File: config.mk
export PLATFORM = sky130hd
export DESIGN_NAME = oai_lane_toggle_mon
export DESIGN_NICKNAME = d
export VERILOG_FILES = /design/src/rtl/oai_lane_toggle_mon.sv
export SDC_FILE = /design/constraint.sdc
export NUM_CORES = 1
export LEC_CHECK = 0
export CELL_PAD_IN_SITES_DETAIL_PLACEMENT = 1
export CELL_PAD_IN_SITES_GLOBAL_PLACEMENT = 1
export CORE_MARGIN = 3
export CORE_UTILIZATION = 40
export CTS_CLUSTER_DIAMETER = 60
export DETAILED_ROUTE_END_ITERATION = 6
export HOLD_SLACK_MARGIN = 0.03
export PLACE_DENSITY_LB_ADDON = 0.08
export RECOVER_POWER = 25
export SKIP_LAST_GASP = 1
export SYNTH_ARGS = -nofsm -noshare
export SYNTH_HDL_FRONTEND = slang
export SYNTH_SLANG_ARGS = --single-unit
File: constraint.sdc
create_clock -name CLK -period 6.2 [get_ports CLK]
set_input_delay 0.93 -clock CLK [delete_from_list [all_inputs] [get_ports CLK]]
set_output_delay 0.93 -clock CLK [all_outputs]
set_load 0.01 [all_outputs]
File: src/rtl/oai_lane_toggle_mon.sv
// oai_lane_toggle_mon: LANES independent registered OAI functions.
// Each lane is the NAND of GROUPS OR-groups, and each OR-group has GROUP_W inputs.
// A windowed monitor counts how many registered QN bits change during a window.
// The toggle count saturates at all ones and raises SAT.
// Build option: define OAI_RISE_ONLY_EN to count only 0->1 transitions of QN.
module oai_lane_toggle_mon #(
    parameter int LANES   = 4,
    parameter int GROUPS  = 2,
    parameter int GROUP_W = 2,
    parameter int CNT_W   = 16
) (
    input  logic                              CLK,
    input  logic                              RST,
    input  logic [LANES*GROUPS*GROUP_W-1:0]   IN,
    input  logic                              IN_VALID,
    output logic [LANES-1:0]                  QN,
    output logic                              QN_VALID,
    input  logic                              START,
    input  logic [CNT_W-1:0]                  WINDOW,
    output logic                              BUSY,
    output logic                              DONE,
    output logic [CNT_W-1:0]                  TOG_CNT,
    output logic                              SAT
);

    localparam int IN_W = LANES * GROUPS * GROUP_W;

    typedef enum logic [1:0] {
        S_IDLE  = 2'd0,
        S_COUNT = 2'd1,
        S_DONE  = 2'd2
    } state_t;

    // Per-lane OAI: NAND across groups of the OR within each group.
    function automatic logic [LANES-1:0] oai_eval(input logic [IN_W-1:0] v);
        logic [LANES-1:0] r;
        logic             all_or;
        logic             any;
        r = '0;
        for (int l = 0; l < LANES; l++) begin
            all_or = 1'b1;
            for (int g = 0; g < GROUPS; g++) begin
                any = 1'b0;
                for (int k = 0; k < GROUP_W; k++) begin
                    any = any | v[(l*GROUPS+g)*GROUP_W+k];
                end
                all_or = all_or & any;
            end
            r[l] = ~all_or;
        end
        return r;
    endfunction

    // Number of set bits, widened to the adder width.
    function automatic logic [CNT_W:0] popcount(input logic [LANES-1:0] v);
        logic [CNT_W:0] p;
        p = '0;
        for (int i = 0; i < LANES; i++) begin
            p = p + {{CNT_W{1'b0}}, v[i]};
        end
        return p;
    endfunction

    // Saturating add. The MSB of the result flags an overflow.
    // When it is set, the low CNT_W bits are clamped to all ones.
    function automatic logic [CNT_W:0] sat_add(input logic [CNT_W-1:0] a,
                                               input logic [CNT_W:0]   b);
        logic [CNT_W:0] s;
        s = {1'b0, a} + b;
        if (s[CNT_W]) begin
            return {1'b1, {CNT_W{1'b1}}};
        end
        return s;
    endfunction

    logic [LANES-1:0] qn_next_p0;
    logic [LANES-1:0] edges_p0;
    logic [CNT_W:0]   tog_p0;
    logic [CNT_W:0]   acc_p0;
    logic [LANES-1:0] qn_p1;
    logic             vld_p1;
    logic [CNT_W-1:0] remaining;
    state_t           state;
    state_t           state_nxt;

    // ---- stage p0: combinational OAI evaluation and toggle term ----
    assign qn_next_p0 = oai_eval(IN);

`ifdef OAI_RISE_ONLY_EN
    assign edges_p0 = ~qn_p1 & qn_next_p0;
`else
    assign edges_p0 = qn_p1 ^ qn_next_p0;
`endif

    assign tog_p0 = IN_VALID ? popcount(edges_p0) : '0;
    assign acc_p0 = sat_add(TOG_CNT, tog_p0);

    // ---- stage p1: registered QN and its valid qualifier ----
    // Load QN on a valid input and hold it otherwise; the valid qualifier is delayed by one cycle.
    always_ff @(posedge CLK) begin
        if (RST) begin
            qn_p1  <= '1;
            vld_p1 <= 1'b0;
        end else begin
            if (IN_VALID) begin
                qn_p1 <= qn_next_p0;
            end
            vld_p1 <= IN_VALID;
        end
    end

    assign QN       = qn_p1;
    assign QN_VALID = vld_p1;

    // State register for the measurement window.
    always_ff @(posedge CLK) begin
        if (RST) begin
            state <= S_IDLE;
        end else begin
            state <= state_nxt;
        end
    end

    // Next-state and status decode; START matters only in IDLE.
    always_comb begin
        state_nxt = state;
        BUSY      = 1'b0;
        DONE      = 1'b0;
        case (state)
            S_IDLE: begin
                if (START) begin
                    state_nxt = (WINDOW != '0) ? S_COUNT : S_DONE;
                end
            end
            S_COUNT: begin
                BUSY = 1'b1;
                if (remaining == CNT_W'(1)) begin
                    state_nxt = S_DONE;
                end
            end
            S_DONE: begin
                DONE      = 1'b1;
                state_nxt = S_IDLE;
            end
            default: begin
                state_nxt = S_IDLE;
            end
        endcase
    end

    // Window bookkeeping: start clears the counter, and COUNT accumulates and decrements.
    always_ff @(posedge CLK) begin
        if (RST) begin
            remaining <= '0;
            TOG_CNT   <= '0;
            SAT       <= 1'b0;
        end else begin
            case (state)
                S_IDLE: begin
                    if (START) begin
                        remaining <= WINDOW;
                        TOG_CNT   <= '0;
                        SAT       <= 1'b0;
                    end
                end
                S_COUNT: begin
                    TOG_CNT   <= acc_p0[CNT_W-1:0];
                    SAT       <= SAT | acc_p0[CNT_W];
                    remaining <= remaining - CNT_W'(1);
                end
                default: begin
                end
            endcase
        end
    end

endmodule

; ---- Word level (Yosys, flattened, before mapping)
; Cells that the tools add are included.
[op_classes]
add_sub_neg = 5
eq_ne = 5
muxes = 16
bitwise_logic = 18
n_reduce_logical = 5
[op_table]
columns = operator, count
row1 = $pmux 16 s2, 2
row2 = $mux 17, 2
row3 = $mux 16, 2
row4 = $add 16x4->17, 1
row5 = $eq 16x1->1 const B, 1
row6 = $reduce_bool 16->1, 1
row7 = $sub 16x1->16 const B, 1
row8 = $or 1x1->1, 9
row9 = $mux 2, 3
row10 = $add 3x1->4, 1
row11 = $and 1x1->1, 4
row12 = $mux 1, 4
row13 = $mux 4, 1
row14 = $ne 2x2->1 const B, 2
row15 = $not 1->1, 4
row16 = $pmux 2 s2, 1
row17 = $reduce_and 2->1, 2
row18 = $xor 4x4->4, 1
row19 = $add 2x1->3, 1
row20 = $add 1x1->2, 1
row21 = $eq 2x1->1 const B, 1
row22 = $eq 2x2->1 const B, 1
row23 = $logic_not 2->1, 1
row24 = $pmux 1 s2, 1
row25 = $reduce_bool 2->1, 1
[word_totals]
register_bits = 40
in_bits = 36
out_inout_bits = 24
elab_cells = 55

; ---- Logic depth before layout (Yosys ltp)
[logic_depth]
word_depth = 13
ltp_mapped = 11
depth_no_buf = 11

; ---- Worst setup path after synthesis
; No wires, ideal clock.
[synth_path]
path_type = input-to-reg
startpoint = input port IN[5]
endpoint = register TOG_CNT[10]
setup_time_ns = 0.086
arrival_time_ns = 3.613
required_ns = 6.114
setup_slack_ns = 2.501
stages = 11
path_cell_list = o22ai_1 xor2_1 fa_1 ha_1 ha_1 and2_1 fa_1 a21oi_2 nor4b_1 a21o_1 a211oi_1
[synth_via]
elab_chain_len = 12
[synth_rtl]
columns = item, line_no
row1 = start: declaration, 14  ; input logic [LANES*GROUPS*GROUP_W-1:0] IN,
row2 = $or 1x1->1 (*), 45  ; any = any | v[(l*GROUPS+g)*GROUP_W+k];
row3 = $and 1x1->1 (*), 47  ; all_or = all_or & any;
row4 = $not 1->1 (*), 49  ; r[l] = ~all_or;
row5 = $xor 4x4->4 (*), 92  ; assign edges_p0 = qn_p1 ^ qn_next_p0;
row6 = $add 1x1->2 (*), 59  ; p = p + {{CNT_W{1'b0}}, v[i]};
row7 = $add 2x1->3 (*), 59
row8 = $add 3x1->4 (*), 59
row9 = $mux 4 (*), 95  ; assign tog_p0 = IN_VALID ? popcount(edges_p0) : '0;
row10 = $add 16x4->17 (*), 69  ; s = {1'b0, a} + b;
row11 = $mux 1, 70  ; if (s[CNT_W]) begin
row12 = $mux 17 (*), 73  ; return s;
row13 = $pmux 16 s2 (*), 158  ; case (state)
row14 = end signal: assignment, 167  ; TOG_CNT <= acc_p0[CNT_W-1:0];
row15 = end: declaration, 22  ; output logic [CNT_W-1:0] TOG_CNT,
; Every way passes the cells marked *; elsewhere a longest branch is shown, timed or not.
; A chain may end at the register's enable or synchronous reset.

; ---- Final worst setup path
[layout_path]
startpoint = input port IN[5]
endpoint = register TOG_CNT[13]
; The elaborated chain is that of the path after synthesis.

==> results by group <==
Worst setup path
  – Reg2Reg Launch Point: QN[1]
  – Type of element launching the critical path: primary input
  – Beginning of the critical path: IN[5]
  – Worst-path fanout max: 10
  – Worst Path Class, Setup: in2reg
  – Signal arrival time at the worst endpoint: about 4.3 ns
  – Setup crit end kind: flip-flop
  – Req. time, crit path: ~6.4 ns

STA
  – Hold slack final: between 0.4 and 0.5 ns
  – Tightest Pin Transition: between 1 and 1.5 ns
  – RSZ-0062 raised after global routing: no
  – Setup violators final: 0
  – Setup TNS Final: 0 ns
  – Highest clock frequency the design can meet: roughly 240 MHz
  – Endpoints failing hold: 0
  – Maximum clock skew at final layout: around 0.0076 ns
  – Final Cycle Share: 0.666
  – Final count of pins violating max slew: 0
  – Min Tclk post-route: approximately 4.1 ns
  – Slew Limit Headroom: 0.00335

Die
  – Die outline area: 0.00731 mm²
  – Initial cell density of the core: 0.419
  – Die width: 85.5 µm
  – Core region area: around 0.006 mm²
  – Num ports: 60
  – Die Ht: roughly 85 µm
  – Total number of placement rows: 28

Synth
  – Post-synth ARST share: 0
  – Mapped Cells: a little under 300
  – EDFF count, synth: 0
  – Proportion of synthesized chip area in sequential cells: 0.317
  – Largest area contributor in the netlist: sky130_fd_sc_hd__dfxtp_1
  – Mapped cell area: ~0.0025 mm²
  – Netlist cell types: 65
  – Cell with the most instances after synthesis: sky130_fd_sc_hd__dfxtp_1
  – Synth Register Bits: 40
  – Number of warnings issued by yosys: 0
  – Share of the synthesized area in the top cell type: 0.317
  – Synth Net Count: roughly 340
  – Synth area leaders: sky130_fd_sc_hd__dfxtp_1 32%, sky130_fd_sc_hd__a31oi_1 3.5%, sky130_fd_sc_hd__ha_1 3.5%
  – Top cells by instance count after synthesis: 40 x sky130_fd_sc_hd__dfxtp_1, 18 x sky130_fd_sc_hd__nor2_1, 17 x sky130_fd_sc_hd__nand2_1
  – Post-synth top flop: sky130_fd_sc_hd__dfxtp_1
  – Synthesized area divided by synthesized cell count: 8.71 µm²

Clock network
  – Total CTS buffers: 5
  – Clock input transition at the sequential cells of the worst setup and hold paths: 0.08 ns
  – Clock latency on the worst-skew pair: ~0.29 ns
  – Buffer count from post-CTS setup fixing: 0
  – CTS Root Buffer Type: sky130_fd_sc_hd__clkbuf_8
  – Sinks on Clock Net: 40
  – Quantity of hold-fixing buffers added after cts: 0
  – Count of H-tree levels built during CTS: 2
  – Clk buf depth: 2
  – Resized Gates After CTS: 0
  – Clock tree from TritonCTS: yes

Pwr
  – Power Dens Cells: about 220 mW/mm²
  – Clock network power share: 0.230
  – Reported leakage power: 1.13 nW
  – Switch Pwr: about 0.26 mW
  – Worst IR drop on VDD: around 0.11 mV
  – Proportion of power drawn by combinational gates: 0.331
  – Cell-internal power: 0.460 mW
  – Portion of total power attributed to sequential cells: 0.439
  – Switch share: 0.363

Place
  – Count of input and output buffers: 59
  – GP Congestion: a little over 0.8
  – DP HPWL: 5.62 mm

Routing
  – Number of violations reported at the end of detailed-routing iteration 0: 139
  – Average vias per placed instance: between 6 and 7
  – Total wirelength of the detailed-routed design: between 7 and 8 mm
  – First-pass DRT Iterations: 4
  – Final routed DRC violation total: 0
  – Vias: ~2600
  – WL per Instance: about 19 µm
  – Residual antenna-violating net count after detailed routing: 0

Cells and area
  – Core utilization of the finished layout: 0.536
  – Diodes inserted: 0
  – Fraction of final layout cells sized beyond drive strength 1: 0.0845
  – Syn-to-layout area delta: 27.8%
  – Nets@finish: ~390

Hold path
  – Worst Hold Launch: SAT
  – Type of the most critical hold path: reg2reg

GRT
  – Largest net degree at the start of global routing: 30
  – Initial antenna violation count: 0
  – Gr usage total: 0.227
  – First-pass GRT wire length: approximately 13 mm
  – Sum of overflow across all layers after global routing: 0
  – Number of global-route vias before repair: 2681

Run
  – Maximum Capacitance Violations: 0

Outcome
  – Status: completed
-- power by group through the flow --
| stage | sequential (mW) | clock (mW) | combinational [mW] |
|---|---|---|---|
| 2_1_floorplan | 0.310 | 0 | 0.166 |
| 3_3_place_gp | 0.321 | 0 | 0.235 |
| 3_5_place_dp | 0.322 | 0 | 0.240 |
| 4_1_cts | 0.316 | 0.171 | 0.242 |
| 5_1_grt | 0.321 | 0.181 | 0.267 |
| 6_report | 0.317 | 0.166 | 0.239 |
-- routing by layer --
| metal | wire, µm | share of wire | vias up | GRT usage |
|---|---|---|---|---|
| met5 | 0 | 0 | - | 0 |
| met4 | 25 | 0.0032 | 0 | 0.0388 |
| met3 | 352 | 0.045 | 2 | 0.0408 |
| met2 | 3820 | 0.49 | 57 | 0.386 |
| met1 | 3660 | 0.47 | 1275 | 0.304 |
| li1 | - | - | 1235 | - |
-- cell usage in the layout, fill, tap and decap left out, types with 6 or more instances in the layout --
cell                              netlist  routed
sky130_fd_sc_hd__clkdlybuf4s50_1        0      50
sky130_fd_sc_hd__dfxtp_1               40      40
sky130_fd_sc_hd__nor2_1                18      18
sky130_fd_sc_hd__nand2_1               17      17
sky130_fd_sc_hd__a21oi_1               15      15
sky130_fd_sc_hd__a31oi_1               14      14
sky130_fd_sc_hd__nor3_1                12      12
sky130_fd_sc_hd__a211oi_1              11      11
sky130_fd_sc_hd__nand4_1               11      11
sky130_fd_sc_hd__o21ai_0               10      10
sky130_fd_sc_hd__nand3_1                9       9
sky130_fd_sc_hd__dlygate4sd3_1          0       9
sky130_fd_sc_hd__xor2_1                 7       7
sky130_fd_sc_hd__or3_1                  7       7
sky130_fd_sc_hd__ha_1                   7       7
sky130_fd_sc_hd__nor4_1                 6       6
-- final timing paths --
check                           cells past startpoint  slack, ns           to
worst max-delay path                               12       2.07  TOG_CNT[13]
worst max register to register                     10       3.02  TOG_CNT[13]
worst min register to register                      2       0.48          SAT
worst min-delay path                                2       0.48          SAT
-- registers in the layout (all words and copies together) (netlist names) --
| name | cells |
|---|---|
| TOG_CNT | 16 |
| remaining | 16 |
| QN | 4 |
| state | 2 |
| QN_VALID | 1 |
| SAT | 1 |
-- kinds of logic after synthesis --
| logic type | count (synthesis) | share of synthesized area |
|---|---|---|
| compound gates | 94 | 0.269 |
| fa+ha+maj | 9 | 0.0505 |
| buf+inv | 24 | 0.0441 |
| simple gates | 109 | 0.266 |
| flops | 40 | 0.317 |
| mux | 7 | 0.0287 |
| xor+xnor | 7 | 0.0243 |
-- area by class of cell --
cell class | count | area, µm²
inverter | 6 | 22.5
fill | 714 | 2800
tap | 75 | 93.8
timing repair buffer | 64 | 621
clock buffer | 6 | 72.6
clock inverter | 1 | 5.00
sequential | 40 | 801
multi-input combinational | 226 | 1610
-- critical path, stage by stage --
cell                              delay, ns
sky130_fd_sc_hd__clkdlybuf4s50_1       0.41
sky130_fd_sc_hd__o22ai_1               0.24
sky130_fd_sc_hd__xor2_1                0.24
sky130_fd_sc_hd__fa_1                  0.46
sky130_fd_sc_hd__ha_1                  0.21
sky130_fd_sc_hd__ha_1                  0.17
sky130_fd_sc_hd__and2_1                0.15
sky130_fd_sc_hd__ha_1                  0.41
sky130_fd_sc_hd__a21oi_2               0.15
sky130_fd_sc_hd__nor4b_4               0.55
sky130_fd_sc_hd__nand2_4               0.19
sky130_fd_sc_hd__a31oi_1               0.21
-- metrics by stage --
step                      area, µm²  cells  total power [mW]  worst slack, ns
after global placement         3160    411             0.556             1.87
after CTS                      3240    418             0.729             2.08
after detailed placement       3160    411             0.562             1.78
after floorplan                2530    290             0.476             2.50
after global routing           3230    418             0.770             1.87
final                          3230    418             0.721             2.07
Note: power is estimated with default switching activity, not from simulation.
